### src/rtl/reg_file_sb_if.sv
// Bus bundle for reg_file_sb: write/lock/clear controls plus two combinational read ports.
// master = datapath side, slave = register file.
interface reg_file_sb_if #(
  parameter int WIDTH  = 16,
  parameter int ADDR_W = 3
);
  logic              wr;
  logic [ADDR_W-1:0] wr_addr;
  logic [WIDTH-1:0]  d_in;
  logic              lock;
  logic [ADDR_W-1:0] lock_addr;
  logic              clr;
  logic [ADDR_W-1:0] rd_addr_a;
  logic [ADDR_W-1:0] rd_addr_b;
  logic [WIDTH-1:0]  d_out_a;
  logic [WIDTH-1:0]  d_out_b;
  logic              busy_a;
  logic              busy_b;
  logic              clr_busy;

  modport master (
    output wr, wr_addr, d_in, lock, lock_addr, clr, rd_addr_a, rd_addr_b,
    input  d_out_a, d_out_b, busy_a, busy_b, clr_busy
  );

  modport slave (
    input  wr, wr_addr, d_in, lock, lock_addr, clr, rd_addr_a, rd_addr_b,
    output d_out_a, d_out_b, busy_a, busy_b, clr_busy
  );
endinterface

### src/rtl/reg_file_sb.sv
// 2R/1W register file with per-register busy scoreboard and a one-register-per-cycle bulk clear.
// Optional macro REG_FILE_BYPASS_EN forwards an accepted write to matching read ports in the same cycle.
module reg_file_sb #(
  parameter int WIDTH    = 16,
  parameter int ADDR_W   = 3,
  parameter int ZERO_REG = 0
) (
  input  logic          clk,
  input  logic          reset,
  reg_file_sb_if.slave  bus
);
  localparam int DEPTH = 2 ** ADDR_W;
  localparam bit ZR    = (ZERO_REG != 0);

  localparam logic [0:0] S_IDLE  = 1'b0;
  localparam logic [0:0] S_CLEAR = 1'b1;

  logic [WIDTH-1:0]  mem_q [DEPTH];
  logic [DEPTH-1:0]  busy_q, busy_d;
  logic [0:0]        state_q, state_d;
  logic [ADDR_W-1:0] idx_q, idx_d;
  logic              idle, wr_acc, lk_acc;

  assign idle   = (state_q == S_IDLE);
  assign wr_acc = idle && bus.wr   && !(ZR && (bus.wr_addr   == '0));
  assign lk_acc = idle && bus.lock && !(ZR && (bus.lock_addr == '0));

  always_comb begin
    busy_d  = busy_q;
    state_d = state_q;
    idx_d   = idx_q;
    if (state_q == S_IDLE) begin
      // lock is applied after the write so a same-address wr+lock leaves the register busy
      if (wr_acc) busy_d[bus.wr_addr] = 1'b0;
      if (lk_acc) busy_d[bus.lock_addr] = 1'b1;
      if (bus.clr) begin
        state_d = S_CLEAR;
        idx_d   = '0;
      end
    end else begin
      busy_d[idx_q] = 1'b0;
      idx_d         = idx_q + 1'b1;
      if (idx_q == ADDR_W'(DEPTH - 1)) state_d = S_IDLE;
    end
    if (ZR) busy_d[0] = 1'b0;
  end

  always_ff @(posedge clk) begin
    if (reset) begin
      busy_q  <= '0;
      state_q <= S_IDLE;
      idx_q   <= '0;
    end else begin
      busy_q  <= busy_d;
      state_q <= state_d;
      idx_q   <= idx_d;
    end
  end

  always_ff @(posedge clk) begin
    if (reset) begin
      for (int i = 0; i < DEPTH; i++) mem_q[i] <= '0;
    end else if (state_q == S_CLEAR) begin
      mem_q[idx_q] <= '0;
    end else if (wr_acc) begin
      mem_q[bus.wr_addr] <= bus.d_in;
    end
  end

  always_comb begin
    bus.d_out_a = mem_q[bus.rd_addr_a];
    bus.busy_a  = busy_q[bus.rd_addr_a];
    bus.d_out_b = mem_q[bus.rd_addr_b];
    bus.busy_b  = busy_q[bus.rd_addr_b];
    if (ZR && (bus.rd_addr_a == '0)) begin
      bus.d_out_a = '0;
      bus.busy_a  = 1'b0;
    end
    if (ZR && (bus.rd_addr_b == '0)) begin
      bus.d_out_b = '0;
      bus.busy_b  = 1'b0;
    end
`ifdef REG_FILE_BYPASS_EN
    if (wr_acc && (bus.rd_addr_a == bus.wr_addr)) begin
      bus.d_out_a = bus.d_in;
      bus.busy_a  = bus.lock && (bus.lock_addr == bus.wr_addr);
    end
    if (wr_acc && (bus.rd_addr_b == bus.wr_addr)) begin
      bus.d_out_b = bus.d_in;
      bus.busy_b  = bus.lock && (bus.lock_addr == bus.wr_addr);
    end
`else
`endif
  end

  assign bus.clr_busy = (state_q == S_CLEAR);
endmodule

### src/flat_wrapper.sv
// flat-port wrapper written by rule: the top's interface ports become plain ports
module reg_file_sb_flat 
#(
  parameter int WIDTH    = 16,
  parameter int ADDR_W   = 3,
  parameter int ZERO_REG = 0
)
  (clk, reset, bus_wr, bus_wr_addr, bus_d_in, bus_lock, bus_lock_addr, bus_clr, bus_rd_addr_a, bus_rd_addr_b, bus_d_out_a, bus_d_out_b, bus_busy_a, bus_busy_b, bus_clr_busy);
  reg_file_sb_if #(.WIDTH(WIDTH), .ADDR_W(ADDR_W)) bus_i ();
  input  logic clk;
  input  logic reset;
  input wire logic [$bits(bus_i.wr)-1:0] bus_wr;
  input wire logic [$bits(bus_i.wr_addr)-1:0] bus_wr_addr;
  input wire logic [$bits(bus_i.d_in)-1:0] bus_d_in;
  input wire logic [$bits(bus_i.lock)-1:0] bus_lock;
  input wire logic [$bits(bus_i.lock_addr)-1:0] bus_lock_addr;
  input wire logic [$bits(bus_i.clr)-1:0] bus_clr;
  input wire logic [$bits(bus_i.rd_addr_a)-1:0] bus_rd_addr_a;
  input wire logic [$bits(bus_i.rd_addr_b)-1:0] bus_rd_addr_b;
  output wire logic [$bits(bus_i.d_out_a)-1:0] bus_d_out_a;
  output wire logic [$bits(bus_i.d_out_b)-1:0] bus_d_out_b;
  output wire logic [$bits(bus_i.busy_a)-1:0] bus_busy_a;
  output wire logic [$bits(bus_i.busy_b)-1:0] bus_busy_b;
  output wire logic [$bits(bus_i.clr_busy)-1:0] bus_clr_busy;
  assign bus_i.wr = bus_wr;
  assign bus_i.wr_addr = bus_wr_addr;
  assign bus_i.d_in = bus_d_in;
  assign bus_i.lock = bus_lock;
  assign bus_i.lock_addr = bus_lock_addr;
  assign bus_i.clr = bus_clr;
  assign bus_i.rd_addr_a = bus_rd_addr_a;
  assign bus_i.rd_addr_b = bus_rd_addr_b;
  assign bus_d_out_a = bus_i.d_out_a;
  assign bus_d_out_b = bus_i.d_out_b;
  assign bus_busy_a = bus_i.busy_a;
  assign bus_busy_b = bus_i.busy_b;
  assign bus_clr_busy = bus_i.clr_busy;
  reg_file_sb #(.WIDTH(WIDTH), .ADDR_W(ADDR_W), .ZERO_REG(ZERO_REG)) u_core (.clk(clk), .reset(reset), .bus(bus_i));
endmodule
### config.mk
export PLATFORM = sky130hd
export DESIGN_NAME = reg_file_sb_flat
export DESIGN_NICKNAME = d
export VERILOG_FILES = /design/src/rtl/reg_file_sb_if.sv /design/src/rtl/reg_file_sb.sv /design/src/flat_wrapper.sv
export SDC_FILE = /design/constraint.sdc
export NUM_CORES = 1
export LEC_CHECK = 0
export ABC_AREA = 1
export CAP_MARGIN = 10
export CORE_MARGIN = 5
export CORE_UTILIZATION = 40
export CTS_CLUSTER_SIZE = 24
export DETAILED_ROUTE_END_ITERATION = 10
export SKIP_LAST_GASP = 1
export SLEW_MARGIN = 5
export SYNTH_ARGS = -nofsm -noshare
export SYNTH_HDL_FRONTEND = slang
export SYNTH_SLANG_ARGS = --single-unit
### constraint.sdc
create_clock -name clk -period 5.1 [get_ports clk]
set_clock_uncertainty 0.1 [all_clocks]
set_input_delay 0.51 -clock clk [delete_from_list [all_inputs] [get_ports clk]]
set_output_delay 0.51 -clock clk [all_outputs]
set_load 0.03 [all_outputs]
==> out/results.ini, run 1 <==
[routing]
avgRoutedWirePerCell_um = 19.2
wl_um = 24400
drt_pre_antenna_iters = 5
ant_nets = 0
viasPerCell = 5.39
route.detailed.drc = 0
drt-initial-drc-count = 594
vias = 6855

[global_route]
grt_overflow_total = 0
grt_use_total = 0.223
antenna_found_initial = 0
grt_pass1_vias = 6562
grt_pass1_wl_um = 37600
grt_start_max_net_pins = 101

[floorplan]
dieArea_sq_mm = 0.0224
die_h_um = 150
boundaryPins = 68
die_x_um = 150
rows = 51
core_area_sq_mm = 0.0193
start_util = 0.404

[final_layout]
area.growth.synth_to_final_pct = 16.0
final_cell_mix = nor2_1 (195), o21ai_0 (191), nand2_1 (170)
post-route-util = 0.469
diodes = 0
final_common_cell = nor2_1
fin_nets = 1028
drive_gt1_frac = 0.0706

[synthesis]
ys_warn_count = 0
syn-num-nets = 992
synth_edf_count = 128
syn_inst = 957
syn_avg_cell_area_sq_um = 8.17
synth_area_sq_mm = 0.00782
ys.flop_type = edfxtp_1
synth.distinct_cells = 27
ys_ff_latch = 140
synthArstFlopShare = 0
ys_seq_area_frac = 0.522

[sta]
min_period_over_period = 0.695
setup_viol = 0
min_period_ns = 3.55
rsz0062_at_grt = no
fin_setup_tns_ns = 0
slew_viol_final = 0
slew_headroom = 0.338
worst_pin_slew_ns = 0.993
max_freq_mhz = 282
hold_violations = 0

[setup_path]
critPathCaptureType = primary output
crit_arrival_ns = 2.94
reg2reg_from = u_core.bus.clr_busy$_SDFF_PP0_
worstRegToRegCells = 7
critPathLaunch = bus_rd_addr_b[2]
cp_max_fo = 18
critPathRequiredTime_ns = 4.49
slowest_stage = clkinv_1
path_cells = clkdlybuf4s50_1 -> buf_4 -> clkinv_1 -> nand2_1 -> nand2_1 -> clkdlybuf4s50_1
r2r_end = u_core.mem_q[4][5]$_SDFFCE_PN0P_
cp-start-kind = input pin
critical_path.max_stage_delay_ns = 0.67
cp-endpoint = bus_d_out_b[14]
critical_path_class = input pin to primary output
reg2reg_slack_ns = 2.43

[pwr]
p_sw_frac = 0.285
p_clk_frac = 0.377
intPower_mw = 2.06
leakagePower_nw = 3.37
seqPwrFrac = 0.463
comb_power_share = 0.160
cellPowerDensity_mw_per_mm2 = 317
p_sw_uw = 820
ir_worst_vdd_mv = 0.222

[clocking]
htree_levels = 4
cts_root_buffer = clkbuf_16
clock_sinks = 140
cts_setup_buffers = 0
clock_path_buffers = 2
cts_resized = 0
ctsHoldBuffers = 0
cts_inserted_buffers = 17
clkTransAtPathRegs_ns = 0.05
cts_tree = done
clk_latency_ns = 0.43

[placement]
portBuffers = 67
place_congestion = 0.824
dpl.hpwl_um = 15400

[status]
status = completed

[run]
cap_viol_max_count = 0

[min_path]
hold_class = flop to flop

[worst min path at each step]
stage | startpoint | endpoint | slack, ns | cells past startpoint
after detailed placement | u_core.busy_q[7]$_SDFF_PP0_ | u_core.busy_q[7]$_SDFF_PP0_ | 0.39 | 2
final | u_core.busy_q[7]$_SDFF_PP0_ | u_core.busy_q[7]$_SDFF_PP0_ | 0.39 | 2
after global placement | u_core.busy_q[7]$_SDFF_PP0_ | u_core.busy_q[7]$_SDFF_PP0_ | 0.39 | 2
after global routing | u_core.busy_q[2]$_SDFF_PP0_ | u_core.busy_q[2]$_SDFF_PP0_ | 0.41 | 2
after CTS | u_core.busy_q[7]$_SDFF_PP0_ | u_core.busy_q[7]$_SDFF_PP0_ | 0.40 | 2
after floorplan | u_core.busy_q[2]$_SDFF_PP0_ | u_core.busy_q[2]$_SDFF_PP0_ | 0.36 | 2
[synthesized netlist by cell type, types with 2 or more instances]
cell type / number / share of area
nand2_4: 8 / 0.012
clkinv_1: 4 / 0.0019
o21ai_1: 10 / 0.0064
dfxtp_1: 12 / 0.031
buf_2: 10 / 0.0064
edfxtp_1: 128 / 0.49
clkbuf_1: 28 / 0.013
nand3_1: 11 / 0.0070
buf_6: 9 / 0.013
buf_1: 11 / 0.0053
nor3_1: 3 / 0.0019
inv_1: 52 / 0.025
ha_1: 2 / 0.0032
nand2_2: 3 / 0.0024
o21ai_0: 191 / 0.12
nand2_1: 170 / 0.082
nor2_4: 9 / 0.013
nor2_1: 195 / 0.094
nor2_2: 7 / 0.0056
nand4_1: 2 / 0.0016
a21oi_1: 86 / 0.055
[flip-flops by register name, summed over array words and instances (netlist names)]
| signal | cells |
|---|---|
| u_core.mem_q | 128 |
| u_core.bus.clr_busy | 1 |
| u_core.busy_q | 8 |
| u_core.idx_q | 3 |
[layout make-up]
type	count	area [sq um]
Inverter	58	223
Timing Repair Buffer	77	726
Multi-Input combinational cell	699	3190
Clock buffer	18	429
Fill cell	1923	10300
Sequential cell	140	4080
Clock inverter	14	81.3
Tap cell	265	332
[power groups by stage]
stage / sequential (mW) / clock [mW] / combinational (mW)
2_1_floorplan: 1.34 / 0 / 0.285
3_3_place_gp: 1.35 / 0 / 0.458
3_5_place_dp: 1.35 / 0 / 0.459
4_1_cts: 1.33 / 1.09 / 0.462
5_1_grt: 1.34 / 1.15 / 0.500
6_report: 1.33 / 1.08 / 0.461
[routing by layer]
metal / GRT usage / wire [um] / vias to the layer above
met2: 0.365 / 11900 / 253
met3: 0.0397 / 1660 / 33
met4: 0.0782 / 403 / 0
met5: 0 / 0 / -
li1: - / - / 3295
met1: 0.297 / 10400 / 3274
[cell families (layout without fill, tap and decap cells)]
group / count (synthesis) / after routing / share of synthesized area
AO/OA/AOI/OAI: 288 / 288 / 0.185
adder cells (fa/ha/maj): 2 / 2 / 0.00320
flip-flops: 140 / 140 / 0.522
buffers and inverters: 118 / 167 / 0.0694
AND/OR/NAND/NOR: 409 / 409 / 0.220
[critical path, delay by kind of cell]
family        cells  cell delay (ns)
simple gates      2             0.35
buf+inv           4             2.07
[per-stage QoR]
step | total power, mW | setup slack (ns) | cell area [sq um] | hold WS, ns | cells
after floorplan | 1.63 | 2.89 | 7820 | 0.357 | 957
final | 2.88 | 1.55 | 9070 | 0.393 | 1271
after detailed placement | 1.81 | 1.55 | 8560 | 0.391 | 1239
after global placement | 1.81 | 1.50 | 8560 | 0.394 | 1239
after global routing | 2.99 | 1.48 | 9070 | 0.413 | 1271
after CTS | 2.88 | 1.54 | 9070 | 0.399 | 1271
(Power assumes the default switching activity.)
==> run 2: changes to the inputs <==
clock period = 3.6 ns   (was 5.1 ns; I/O delays follow)
==> out/results.ini, run 2 (synthesized netlist as in run 1, its figures left out) <==
[sta]
worst_pin_slew_ns = 0.717
setup_viol = 0
hold_violations = 0
max_freq_mhz = 353
min_period_ns = 2.83
slew_headroom = 0.522
slew_viol_final = 0
min_period_over_period = 0.787
rsz0062_at_grt = no
fin_setup_tns_ns = 0

[routing]
drt-initial-drc-count = 1049
route.detailed.drc = 0
avgRoutedWirePerCell_um = 19.7
vias = 7077
drt_pre_antenna_iters = 5
viasPerCell = 5.48
ant_nets = 0
wl_um = 25500

[final_layout]
regMostFlops = u_core.mem_q
fin_nets = 1049
diodes = 0
final_common_cell = nor2_1
final_cell_mix = nor2_1 (195), o21ai_0 (191), nand2_1 (170)
reg.largest.list = u_core.mem_q (128), u_core.busy_q (8), u_core.idx_q (3)
area.growth.synth_to_final_pct = 19.2
fin_cells = 1292
largest_register_ffs = 128
drive_gt1_frac = 0.0993

[floorplan]
dieArea_sq_mm = 0.0224
die_h_um = 150
boundaryPins = 68
core_area_sq_mm = 0.0193
die_x_um = 150
rows = 51
start_util = 0.404

[clocking]
cts_root_buffer = clkbuf_16
cts_tree = done
cts_resized = 0
clkTransAtPathRegs_ns = 0.06
clock_path_buffers = 2
ctsHoldBuffers = 0
htree_levels = 4
cts_inserted_buffers = 17
clk_latency_ns = 0.42
clock_sinks = 140
cts_setup_buffers = 0

[setup_path]
cp_max_fo = 34
slowest_stage = clkdlybuf4s50_1
critical_path.max_stage_delay_ns = 0.68
critical_path_class = input pin to primary output
crit_family = buffers and inverters
critPathCaptureType = primary output
cp-start-kind = input pin
critPathRequiredTime_ns = 3.14
crit_buf_inv = 3
path_cells = buf_2 -> buf_12 -> o21ai_0 -> o21ai_0 -> nand2_1 -> nand2_1 -> clkdlybuf4s50_1
crit_arrival_ns = 2.37

[placement]
place_congestion = 0.968
dp.cells = 1260
portBuffers = 67
dpl.hpwl_um = 17800

[global_route]
grt_use_total = 0.232
grt_start_max_net_pins = 101
grt_pass1_vias = 6475
grt_overflow_total = 0
grt_pass1_wl_um = 39100
antenna_found_initial = 0

[run]
cap_viol_max_count = 0

[pwr]
ir_worst_vdd_mv = 0.349
leakagePower_nw = 3.53
cellPowerDensity_mw_per_mm2 = 459

[status]
status = completed

[min_path]
hold_class = flop to flop

==> run 2: cell types whose count changed in the layout (fill, tap and decap cells not counted), sizes merged <==
cell           previous run  this run
inv                      53        56
clkinv                   14        11
clkinvlp                  5         3
buf                      14        43
bufinv                    0         2
clkdlybuf4s50            63        55
==> run 2: final cells by class <==
class                   count  area (sq um)
clock inverters            14           144
repair buffers             98           913
flip-flops and latches    140          4080
clock buffers              18           429
inverters                  58           223
well taps                 265           332
fillers                  1871         10000
multi-input cells         699          3190
==> run 2: layer usage <==
layer | vias to the layer above | track usage | wire length, um
met4 | 0 | 0.0558 | 334
met1 | 3363 | 0.351 | 11500
met3 | 28 | 0.0539 | 2480
met2 | 355 | 0.337 | 11200
met5 | - | 0 | 0
li1 | 3331 | - | -
==> run 2: final timing paths <==
| kind | startpoint | end | slack, ns | depth (start not counted) |
|---|---|---|---|---|
| worst max-delay path | bus_rd_addr_b[1] | bus_d_out_b[7] | 0.77 | 7 |
| worst min-delay path | u_core.busy_q[2]$_SDFF_PP0_ | u_core.busy_q[2]$_SDFF_PP0_ | 0.39 | 2 |
| worst max register to register | u_core.bus.clr_busy$_SDFF_PP0_ | u_core.mem_q[2][6]$_SDFFCE_PN0P_ | 1.14 | 6 |
| worst min register to register | u_core.busy_q[2]$_SDFF_PP0_ | u_core.busy_q[2]$_SDFF_PP0_ | 0.39 | 2 |
==> run 2: through the flow <==
| step | hold WS, ns | utilization | setup WS (ns) | cell area, sq um | total power, mW |
|---|---|---|---|---|---|
| final | 0.388 | 0.482 | 0.768 | 9320 | 4.28 |
| after CTS | 0.389 | 0.482 | 0.780 | 9320 | 4.30 |
| after global placement | 0.378 | 0.452 | 0.711 | 8740 | 2.59 |
| after global routing | 0.418 | 0.482 | 0.649 | 9320 | 4.43 |
| after floorplan | 0.329 | - | 1.39 | 7820 | 2.31 |
| after detailed placement | 0.381 | 0.452 | 0.701 | 8740 | 2.59 |
==> run 2: worst min-delay path, cell delays in order, from the launching register on <==
cell	delay, ns
dfxtp_1	0.31
nand3_1	0.08
a21oi_1	0.05
==> run 2: report_power, final <==
group          internal, mW  total, mW  switching, mW  leakage, nW
sequential             1.85       1.90         0.0511         1.43
clock                  1.02       1.71          0.694        0.272
combinational         0.217      0.663          0.446         1.83
